**src/rtl/fofb_readout_scheduler.sv**
```systemverilog
// -----------------------------------------------------------------------------
// fofb_readout_scheduler
//
// Shares the single read port of the per-BPM readout DPRAM between a sweep
// engine (reads BPM indices 0..sweepCount-1 in order, one per cycle) and an
// occasional host read. Sweep traffic has priority. At most one read is issued
// per cycle.
//
// A read is issued in cycle N, when readoutAddress (a register) carries its
// address. The DPRAM returns data in N+1. The data is registered, so the
// result outputs are valid in N+2.
//
// Build option:
//   HOST_SLOT_EN - when defined, every HOST_SLOT_PERIOD-th sweep issue cycle is
//                  handed to a pending host read (the sweep stalls for one
//                  cycle). When undefined, a host read waits until the sweep
//                  has nothing left to issue.
//
// Ports:
//   sysClk, sysReset            clock, asynchronous active-high reset
//   sweepStart, sweepCount      start pulse and number of BPMs to sweep
//   sweepBusy, sweepDone        sweep in progress / completion pulse
//   sweepValid, sweepIndex,
//   sweepX/Y/S                  swept result stream
//   hostReq, hostAddress        level host read request and its index
//   hostAck, hostX/Y/S          host completion pulse and held result
//   readoutAddress              registered DPRAM read address
//   readoutX/Y/S                DPRAM read data (one cycle after address)
// -----------------------------------------------------------------------------
module fofb_readout_scheduler #(
    parameter int FOFB_INDEX_WIDTH = 9,
    parameter int HOST_SLOT_PERIOD = 16
) (
    input  logic                        sysClk,
    input  logic                        sysReset,
    input  logic                        sweepStart,
    input  logic [FOFB_INDEX_WIDTH:0]   sweepCount,
    output logic                        sweepBusy,
    output logic                        sweepDone,
    output logic                        sweepValid,
    output logic [FOFB_INDEX_WIDTH-1:0] sweepIndex,
    output logic [31:0]                 sweepX,
    output logic [31:0]                 sweepY,
    output logic [31:0]                 sweepS,
    input  logic                        hostReq,
    input  logic [FOFB_INDEX_WIDTH-1:0] hostAddress,
    output logic                        hostAck,
    output logic [31:0]                 hostX,
    output logic [31:0]                 hostY,
    output logic [31:0]                 hostS,
    output logic [FOFB_INDEX_WIDTH-1:0] readoutAddress,
    input  logic [31:0]                 readoutX,
    input  logic [31:0]                 readoutY,
    input  logic [31:0]                 readoutS
);

    localparam int CW = FOFB_INDEX_WIDTH + 1;

    typedef enum logic [0:0] {
        IDLE  = 1'b0,
        SWEEP = 1'b1
    } state_t;

    state_t                      state_r;
    // Counters are one bit wider than the index so a full-table sweep
    // (sweepCount = 2^FOFB_INDEX_WIDTH) terminates without wrapping.
    logic [CW-1:0]               sweepCnt_r;
    logic [CW-1:0]               sweepPtr_r;
    logic                        hostArmed_r;

    // Tags travelling alongside each issued read: stage 1 is the issue cycle,
    // stage 2 the cycle the DPRAM data is on readoutX/Y/S.
    logic                        tag1Sweep_r;
    logic                        tag1Host_r;
    logic                        tag1Last_r;
    logic [FOFB_INDEX_WIDTH-1:0] tag1Index_r;
    logic                        tag2Sweep_r;
    logic                        tag2Host_r;
    logic                        tag2Last_r;
    logic [FOFB_INDEX_WIDTH-1:0] tag2Index_r;

    logic                        hostPending_s;
    logic                        sweepRemain_s;
    logic                        startAccept_s;
    logic                        startEmpty_s;
    logic                        slotReserved_s;
    logic                        issueSweep_s;
    logic                        issueHost_s;
    logic                        issueLast_s;
    logic [FOFB_INDEX_WIDTH-1:0] issueAddr_s;

`ifdef HOST_SLOT_EN
    localparam int SW = $clog2(HOST_SLOT_PERIOD + 1);
    localparam logic [SW-1:0] SLOT_LAST = SW'(HOST_SLOT_PERIOD - 1);

    // Position of the current sweep issue cycle within the reservation period.
    logic [SW-1:0] slotCnt_r;

    // A reserved slot only matters when a host read is actually waiting.
    always_comb begin
        slotReserved_s = sweepRemain_s && hostPending_s && (slotCnt_r == SLOT_LAST);
    end

    // Count sweep issue cycles; the count restarts with every accepted sweep.
    always_ff @(posedge sysClk or posedge sysReset) begin
        if (sysReset) begin
            slotCnt_r <= {SW{1'b0}};
        end else if (startAccept_s) begin
            slotCnt_r <= issueSweep_s ? SW'(1) : {SW{1'b0}};
        end else if (sweepRemain_s) begin
            slotCnt_r <= (slotCnt_r == SLOT_LAST) ? {SW{1'b0}} : slotCnt_r + SW'(1);
        end else begin
            slotCnt_r <= slotCnt_r;
        end
    end
`else
    // Without reservation the sweep is never stalled.
    always_comb begin
        slotReserved_s = 1'b0;
    end
`endif

    // Arbitration of the single DPRAM read port for this cycle.
    always_comb begin
        hostPending_s = hostReq && hostArmed_r && !tag1Host_r && !tag2Host_r;
        sweepRemain_s = (state_r == SWEEP) && (sweepPtr_r < sweepCnt_r);
        startAccept_s = (state_r == IDLE) && sweepStart && (sweepCount != {CW{1'b0}});
        startEmpty_s  = (state_r == IDLE) && sweepStart && (sweepCount == {CW{1'b0}});
        issueSweep_s  = 1'b0;
        issueHost_s   = 1'b0;
        issueLast_s   = 1'b0;
        issueAddr_s   = readoutAddress;
        if (sweepRemain_s && !slotReserved_s) begin
            issueSweep_s = 1'b1;
            issueAddr_s  = sweepPtr_r[FOFB_INDEX_WIDTH-1:0];
            issueLast_s  = (sweepPtr_r == (sweepCnt_r - CW'(1)));
        end else if (hostPending_s) begin
            // A host request pending in the start cycle takes that cycle;
            // the sweep then begins with index 0 on the following cycle.
            issueHost_s  = 1'b1;
            issueAddr_s  = hostAddress;
        end else if (startAccept_s) begin
            issueSweep_s = 1'b1;
            issueAddr_s  = {FOFB_INDEX_WIDTH{1'b0}};
            issueLast_s  = (sweepCount == CW'(1));
        end else begin
            issueSweep_s = 1'b0;
        end
    end

    // Sweep control FSM, host arming, read address and read tag pipeline.
    always_ff @(posedge sysClk or posedge sysReset) begin
        if (sysReset) begin
            state_r        <= IDLE;
            sweepBusy      <= 1'b0;
            sweepCnt_r     <= {CW{1'b0}};
            sweepPtr_r     <= {CW{1'b0}};
            hostArmed_r    <= 1'b1;
            readoutAddress <= {FOFB_INDEX_WIDTH{1'b0}};
            tag1Sweep_r    <= 1'b0;
            tag1Host_r     <= 1'b0;
            tag1Last_r     <= 1'b0;
            tag1Index_r    <= {FOFB_INDEX_WIDTH{1'b0}};
            tag2Sweep_r    <= 1'b0;
            tag2Host_r     <= 1'b0;
            tag2Last_r     <= 1'b0;
            tag2Index_r    <= {FOFB_INDEX_WIDTH{1'b0}};
        end else begin
            case (state_r)
                IDLE: begin
                    if (startAccept_s) begin
                        state_r    <= SWEEP;
                        sweepBusy  <= 1'b1;
                        sweepCnt_r <= sweepCount;
                        sweepPtr_r <= issueSweep_s ? CW'(1) : {CW{1'b0}};
                    end else begin
                        state_r    <= IDLE;
                        sweepBusy  <= 1'b0;
                    end
                end
                SWEEP: begin
                    // Stay busy through the cycle that shows sweepDone.
                    if (sweepDone) begin
                        state_r   <= IDLE;
                        sweepBusy <= 1'b0;
                    end else begin
                        state_r   <= SWEEP;
                        sweepBusy <= 1'b1;
                    end
                    if (issueSweep_s) begin
                        sweepPtr_r <= sweepPtr_r + CW'(1);
                    end else begin
                        sweepPtr_r <= sweepPtr_r;
                    end
                end
                default: begin
                    state_r   <= IDLE;
                    sweepBusy <= 1'b0;
                end
            endcase

            // One read per hostReq assertion: re-arm only once hostReq is seen low.
            if (issueHost_s) begin
                hostArmed_r <= 1'b0;
            end else if (!hostReq) begin
                hostArmed_r <= 1'b1;
            end else begin
                hostArmed_r <= hostArmed_r;
            end

            readoutAddress <= issueAddr_s;
            tag1Sweep_r    <= issueSweep_s;
            tag1Host_r     <= issueHost_s;
            tag1Last_r     <= issueLast_s;
            tag1Index_r    <= issueAddr_s;
            tag2Sweep_r    <= tag1Sweep_r;
            tag2Host_r     <= tag1Host_r;
            tag2Last_r     <= tag1Last_r;
            tag2Index_r    <= tag1Index_r;
        end
    end

    // Result registers: capture DPRAM data for the read whose tag is in stage 2.
    always_ff @(posedge sysClk or posedge sysReset) begin
        if (sysReset) begin
            sweepValid <= 1'b0;
            sweepDone  <= 1'b0;
            sweepIndex <= {FOFB_INDEX_WIDTH{1'b0}};
            sweepX     <= 32'h0000_0000;
            sweepY     <= 32'h0000_0000;
            sweepS     <= 32'h0000_0000;
            hostAck    <= 1'b0;
            hostX      <= 32'h0000_0000;
            hostY      <= 32'h0000_0000;
            hostS      <= 32'h0000_0000;
        end else begin
            sweepValid <= tag2Sweep_r;
            // An empty sweep completes on the cycle after its start pulse.
            sweepDone  <= (tag2Sweep_r && tag2Last_r) || startEmpty_s;
            hostAck    <= tag2Host_r;
            if (tag2Sweep_r) begin
                sweepIndex <= tag2Index_r;
                sweepX     <= readoutX;
                sweepY     <= readoutY;
                sweepS     <= readoutS;
            end else begin
                sweepIndex <= sweepIndex;
                sweepX     <= sweepX;
                sweepY     <= sweepY;
                sweepS     <= sweepS;
            end
            if (tag2Host_r) begin
                hostX <= readoutX;
                hostY <= readoutY;
                hostS <= readoutS;
            end else begin
                hostX <= hostX;
                hostY <= hostY;
                hostS <= hostS;
            end
        end
    end

endmodule

```
**config.mk**
```make
export PLATFORM = sky130hd
export DESIGN_NAME = fofb_readout_scheduler
export DESIGN_NICKNAME = d
export VERILOG_FILES = /design/src/rtl/fofb_readout_scheduler.sv
export SDC_FILE = /design/constraint.sdc
export NUM_CORES = 1
export LEC_CHECK = 0
export ABC_AREA = 1
export CAP_MARGIN = 20
export CORE_ASPECT_RATIO = 1.5
export CORE_MARGIN = 1
export CORE_UTILIZATION = 46
export DETAILED_ROUTE_END_ITERATION = 6
export PLACE_DENSITY = 0.8
export SLEW_MARGIN = 20
export SYNTH_ARGS = -nofsm -noshare
export SYNTH_HDL_FRONTEND = slang
export SYNTH_SLANG_ARGS = --single-unit
```
**constraint.sdc**
```tcl
create_clock -name sysClk -period 11.2 [get_ports sysClk]
set_clock_uncertainty 0.1 [all_clocks]
set_input_delay 1.68 -clock sysClk [delete_from_list [all_inputs] [get_ports sysClk]]
set_output_delay 1.68 -clock sysClk [all_outputs]
set_load 0.1 [all_outputs]
```
==> impl_metrics.env <==
export IMPL_crit_path_max_fanout=120
export IMPL_cts_num_sinks=250
export IMPL_timing_hold_worst_start="tag1Sweep_r"
export IMPL_worst_path_most_repeated_cell="sky130_fd_sc_hd__buf_4"
export IMPL_mapped_avg_cell_area_sq_um=8.61
export IMPL_place_port_buffers=332
export IMPL_cts_repair_timing_setup_buffer_count=0
export IMPL_tns_ps=0
export IMPL_antenna_violating_nets_post_route=0
export IMPL_maxCapViolCount=0
export IMPL_cts_htree_levels=1
export IMPL_final_period_minus_worst_setup_slack_ps=4100
export IMPL_ys_dominant_reg_cell="sky130_fd_sc_hd__dfrtp_1"
export IMPL_vias_per_cell=5.04
export IMPL_regArea_sq_um=6260
export IMPL_synth_seq_cells=250
export IMPL_grt_use_total_pct=25.5
export IMPL_first_global_vias=8537
export IMPL_cts_resized_gates=0
export IMPL_number_of_antenna_violations_at_the_first_check_in_global_routing=2
export IMPL_r2r_end="sweepPtr_r[3]"
export IMPL_routed_via_count=8996
export IMPL_crit_path_cell_trace="clkdlybuf4s50_1, inv_8, buf_4, buf_4"
export IMPL_worstHoldEndpoint="tag2Sweep_r"
export IMPL_clock_pin_slew_worst_setup_and_hold_paths_ps=60
export IMPL_layout_worst_path_cycle_share_pct=36.6
export IMPL_firstDrtPassIters=5
export IMPL_wl_met3_um=2150
export IMPL_startpoint_type="input pin"
export IMPL_n_fill_cell=1727
export IMPL_floorplan_die_area_sq_um=22700
export IMPL_ioPinCount=333
export IMPL_critPathKind="input pin to asynchronous set/reset pin"
export IMPL_synth_area_sq_um=10200
export IMPL_synthArstFlopShare_pct=100
export IMPL_core_area_sq_um=21700
export IMPL_hpwl_um=20100
export IMPL_worstSkewPairLatency_ps=510
export IMPL_start_util_pct=46.9
export IMPL_drt_first_iter_violations=644
export IMPL_dr_wl_met2_um=14600
export IMPL_globalRoute_totalOverflow=0
export IMPL_tightestPinTransition_ps=1140
export IMPL_multi_input_area_sq_um=3520
export IMPL_synth_top_area_share_pct=61.2
export IMPL_max_stage_delay_ps=810
export IMPL_slew_headroom_pct=24.0
export IMPL_synth_nets=1314
export IMPL_cts_hold_buffers=0
export IMPL_syn_instance_count=1183
export IMPL_synth_most_common_cell="sky130_fd_sc_hd__nand2_1"
export IMPL_non_filler_instance_count_after_layout=1786
export IMPL_synth_cell_type_count=31
export IMPL_yosys_warnings=0
export IMPL_setup_viol=0
export IMPL_endpoint_type_of_the_worst_setup_path="asynchronous set/reset pin"
export IMPL_die_h_um=184
export IMPL_top_signal_layer_used="met4"
export IMPL_place_congestion=0.899
export IMPL_ff2ff_path_depth=12
export IMPL_yosysSeqAreaShare_pct=61.5
export IMPL_hold_path_class="register to register"
export IMPL_routedWlPerCell_um=16.4
export IMPL_design_final_nets=1624
export IMPL_worst_ep_arrival_time_ps=4470
export IMPL_total_routed_length_um=29200
export IMPL_finalHoldViolCount=0
export IMPL_slew_violations=0
export IMPL_layout_drive_gt1_share_pct=4.50
export IMPL_rows=66
export IMPL_cts_root_buf="sky130_fd_sc_hd__clkbuf_16"
export IMPL_ys_top_cells_by_count="sky130_fd_sc_hd__nand2_1 (674), sky130_fd_sc_hd__dfrtp_1 (249), sky130_fd_sc_hd__nor2_1 (39), sky130_fd_sc_hd__inv_1 (37), sky130_fd_sc_hd__nand3_1 (34)"
export IMPL_numCtsBuffers=24
export IMPL_dp_cells=1739
export IMPL_worst_path_buf_inv=4
export IMPL_cts_buffer_depth=3
export IMPL_drcViolationCount=0
export IMPL_fmax_mhz=244
export IMPL_reg2reg_slack_ps=8780
export IMPL_synth_enable_flop_cells=0
export IMPL_hold_path_depth=0
export IMPL_die_w_um=123
export IMPL_grt_max_degree=121
export IMPL_yosysTopAreaCell="sky130_fd_sc_hd__dfrtp_1"
export IMPL_met1_length_um=11000
export IMPL_crit_path_top_delay_cell="sky130_fd_sc_hd__buf_4"
export IMPL_regToRegStartpoint="sweepCnt_r[5]"
export IMPL_synthToLayoutAreaGrowth_pct=43.2
export IMPL_synth_top_cells_by_area="sky130_fd_sc_hd__dfrtp_1 (61%), sky130_fd_sc_hd__nand2_1 (25%), sky130_fd_sc_hd__nand3_1 (1.7%)"
export IMPL_status="complete, no violations"
export IMPL_path_delay_family="buffers and inverters"
export IMPL_tritoncts="built"
export IMPL_req_time_crit_path_ps=11570
export IMPL_grt_setup_unrepaired="false"
export IMPL_grt_first_pass_wirelength_um=44900
==> cells by family (layout without fill, tap and decap cells) <==
| logic type | Yosys count | in the layout | synth area share [%] |
|---|---|---|---|
| AO/OA/AOI/OAI | 31 | 31 | 1.75 |
| XOR/XNOR | 10 | 10 | 0.860 |
| adder cells (fa/ha/maj) | 12 | 12 | 1.47 |
| buffers and inverters | 95 | 423 | 3.95 |
| flip-flops | 250 | 250 | 61.5 |
| other | 0 | 3 | 0 |
| AND/OR/NAND/NOR | 785 | 785 | 30.5 |
==> worst register-to-register path, cell delays in order (launching register included) <==
cell and delay [ps]:
sky130_fd_sc_hd__dfrtp_1 460, sky130_fd_sc_hd__inv_1 120, sky130_fd_sc_hd__ha_1 320, sky130_fd_sc_hd__nand2_1 80, sky130_fd_sc_hd__inv_1 40, sky130_fd_sc_hd__nand2_1 50, sky130_fd_sc_hd__nand2_1 50, sky130_fd_sc_hd__nand2_1 330
sky130_fd_sc_hd__nand3_4 270, sky130_fd_sc_hd__nand2_4 260, sky130_fd_sc_hd__nand3_1 100, sky130_fd_sc_hd__nand2_1 80, sky130_fd_sc_hd__nor2_1 40
==> sequential cells by signal (all words and copies together), names as in the netlist, 9 cells and up <==
register     flops
hostX           32
hostY           32
sweepIndex       9
sweepX          32
tag1Index_r      9
sweepPtr_r      10
sweepCnt_r      10
sweepS          32
sweepY          32
hostS           32
tag2Index_r      9
==> through the flow <==
step	worst slack (ps)	hold slack, ps	instance area, sq um	utilization [%]
after floorplan	2550	231	10200	-
after global placement	6510	232	13700	62.9
after detailed placement	6440	237	13700	62.9
after CTS	7000	251	14600	67.1
after global routing	6660	263	14600	67.1
final	7100	252	14600	67.1
==> worst max path at each step <==
stage,from,endpoint,slack [ps],cells past startpoint
2_1_floorplan,sysReset,hostAck,2550,1
3_3_place_gp,sysReset,tag2Host_r,6510,4
3_5_place_dp,sysReset,tag2Host_r,6440,4
4_1_cts,sysReset,tag2Host_r,7000,4
5_1_grt,sysReset,tag2Host_r,6660,4
6_report,sysReset,tag2Host_r,7100,4
==> placed cells by master (no fill, tap or decap), types with 2 or more instances in the layout <==
| master | instances |
|---|---|
| sky130_fd_sc_hd__clkbuf_16 | 25 |
| sky130_fd_sc_hd__clkdlybuf4s50_1 | 332 |
| sky130_fd_sc_hd__a21oi_1 | 9 |
| sky130_fd_sc_hd__nand4_1 | 20 |
| sky130_fd_sc_hd__o21ai_1 | 4 |
| sky130_fd_sc_hd__nor2_1 | 39 |
| sky130_fd_sc_hd__nand2_2 | 4 |
| sky130_fd_sc_hd__clkbuf_8 | 7 |
| sky130_fd_sc_hd__dfrtp_4 | 2 |
| sky130_fd_sc_hd__buf_4 | 6 |
| sky130_fd_sc_hd__clkinv_2 | 4 |
| sky130_fd_sc_hd__inv_2 | 2 |
| sky130_fd_sc_hd__xnor2_1 | 3 |
| sky130_fd_sc_hd__diode_2 | 3 |
| sky130_fd_sc_hd__nand3_1 | 34 |
| sky130_fd_sc_hd__inv_1 | 36 |
| sky130_fd_sc_hd__clkinvlp_4 | 2 |
| sky130_fd_sc_hd__o21ai_0 | 15 |
| sky130_fd_sc_hd__dfrtp_1 | 247 |
| sky130_fd_sc_hd__ha_1 | 12 |
| sky130_fd_sc_hd__xor2_1 | 7 |
| sky130_fd_sc_hd__bufinv_16 | 5 |
| sky130_fd_sc_hd__clkbuf_1 | 2 |
| sky130_fd_sc_hd__nand2_1 | 674 |
| sky130_fd_sc_hd__nor2_4 | 2 |
| sky130_fd_sc_hd__nor3_1 | 7 |
==> cell type report <==
type | count | area share, %
well taps | 272 | 2.33
inverters | 40 | 1.09
multi-input cells | 838 | 24.1
clock buffers | 34 | 5.00
repair buffers | 339 | 23.2
flip-flops and latches | 250 | 43.0
diodes | 3 | 0.0515
clock inverters | 10 | 1.24
==> layer usage <==
metal,vias up,track usage [%]
met5,-,0
met4,0,12.9
met3,85,4.52
met2,366,43.6
met1,4275,30.4
li1,4270,-
Power is not shown: default switching activity piles up to over one toggle a cycle in this logic, so the estimate is an artifact.
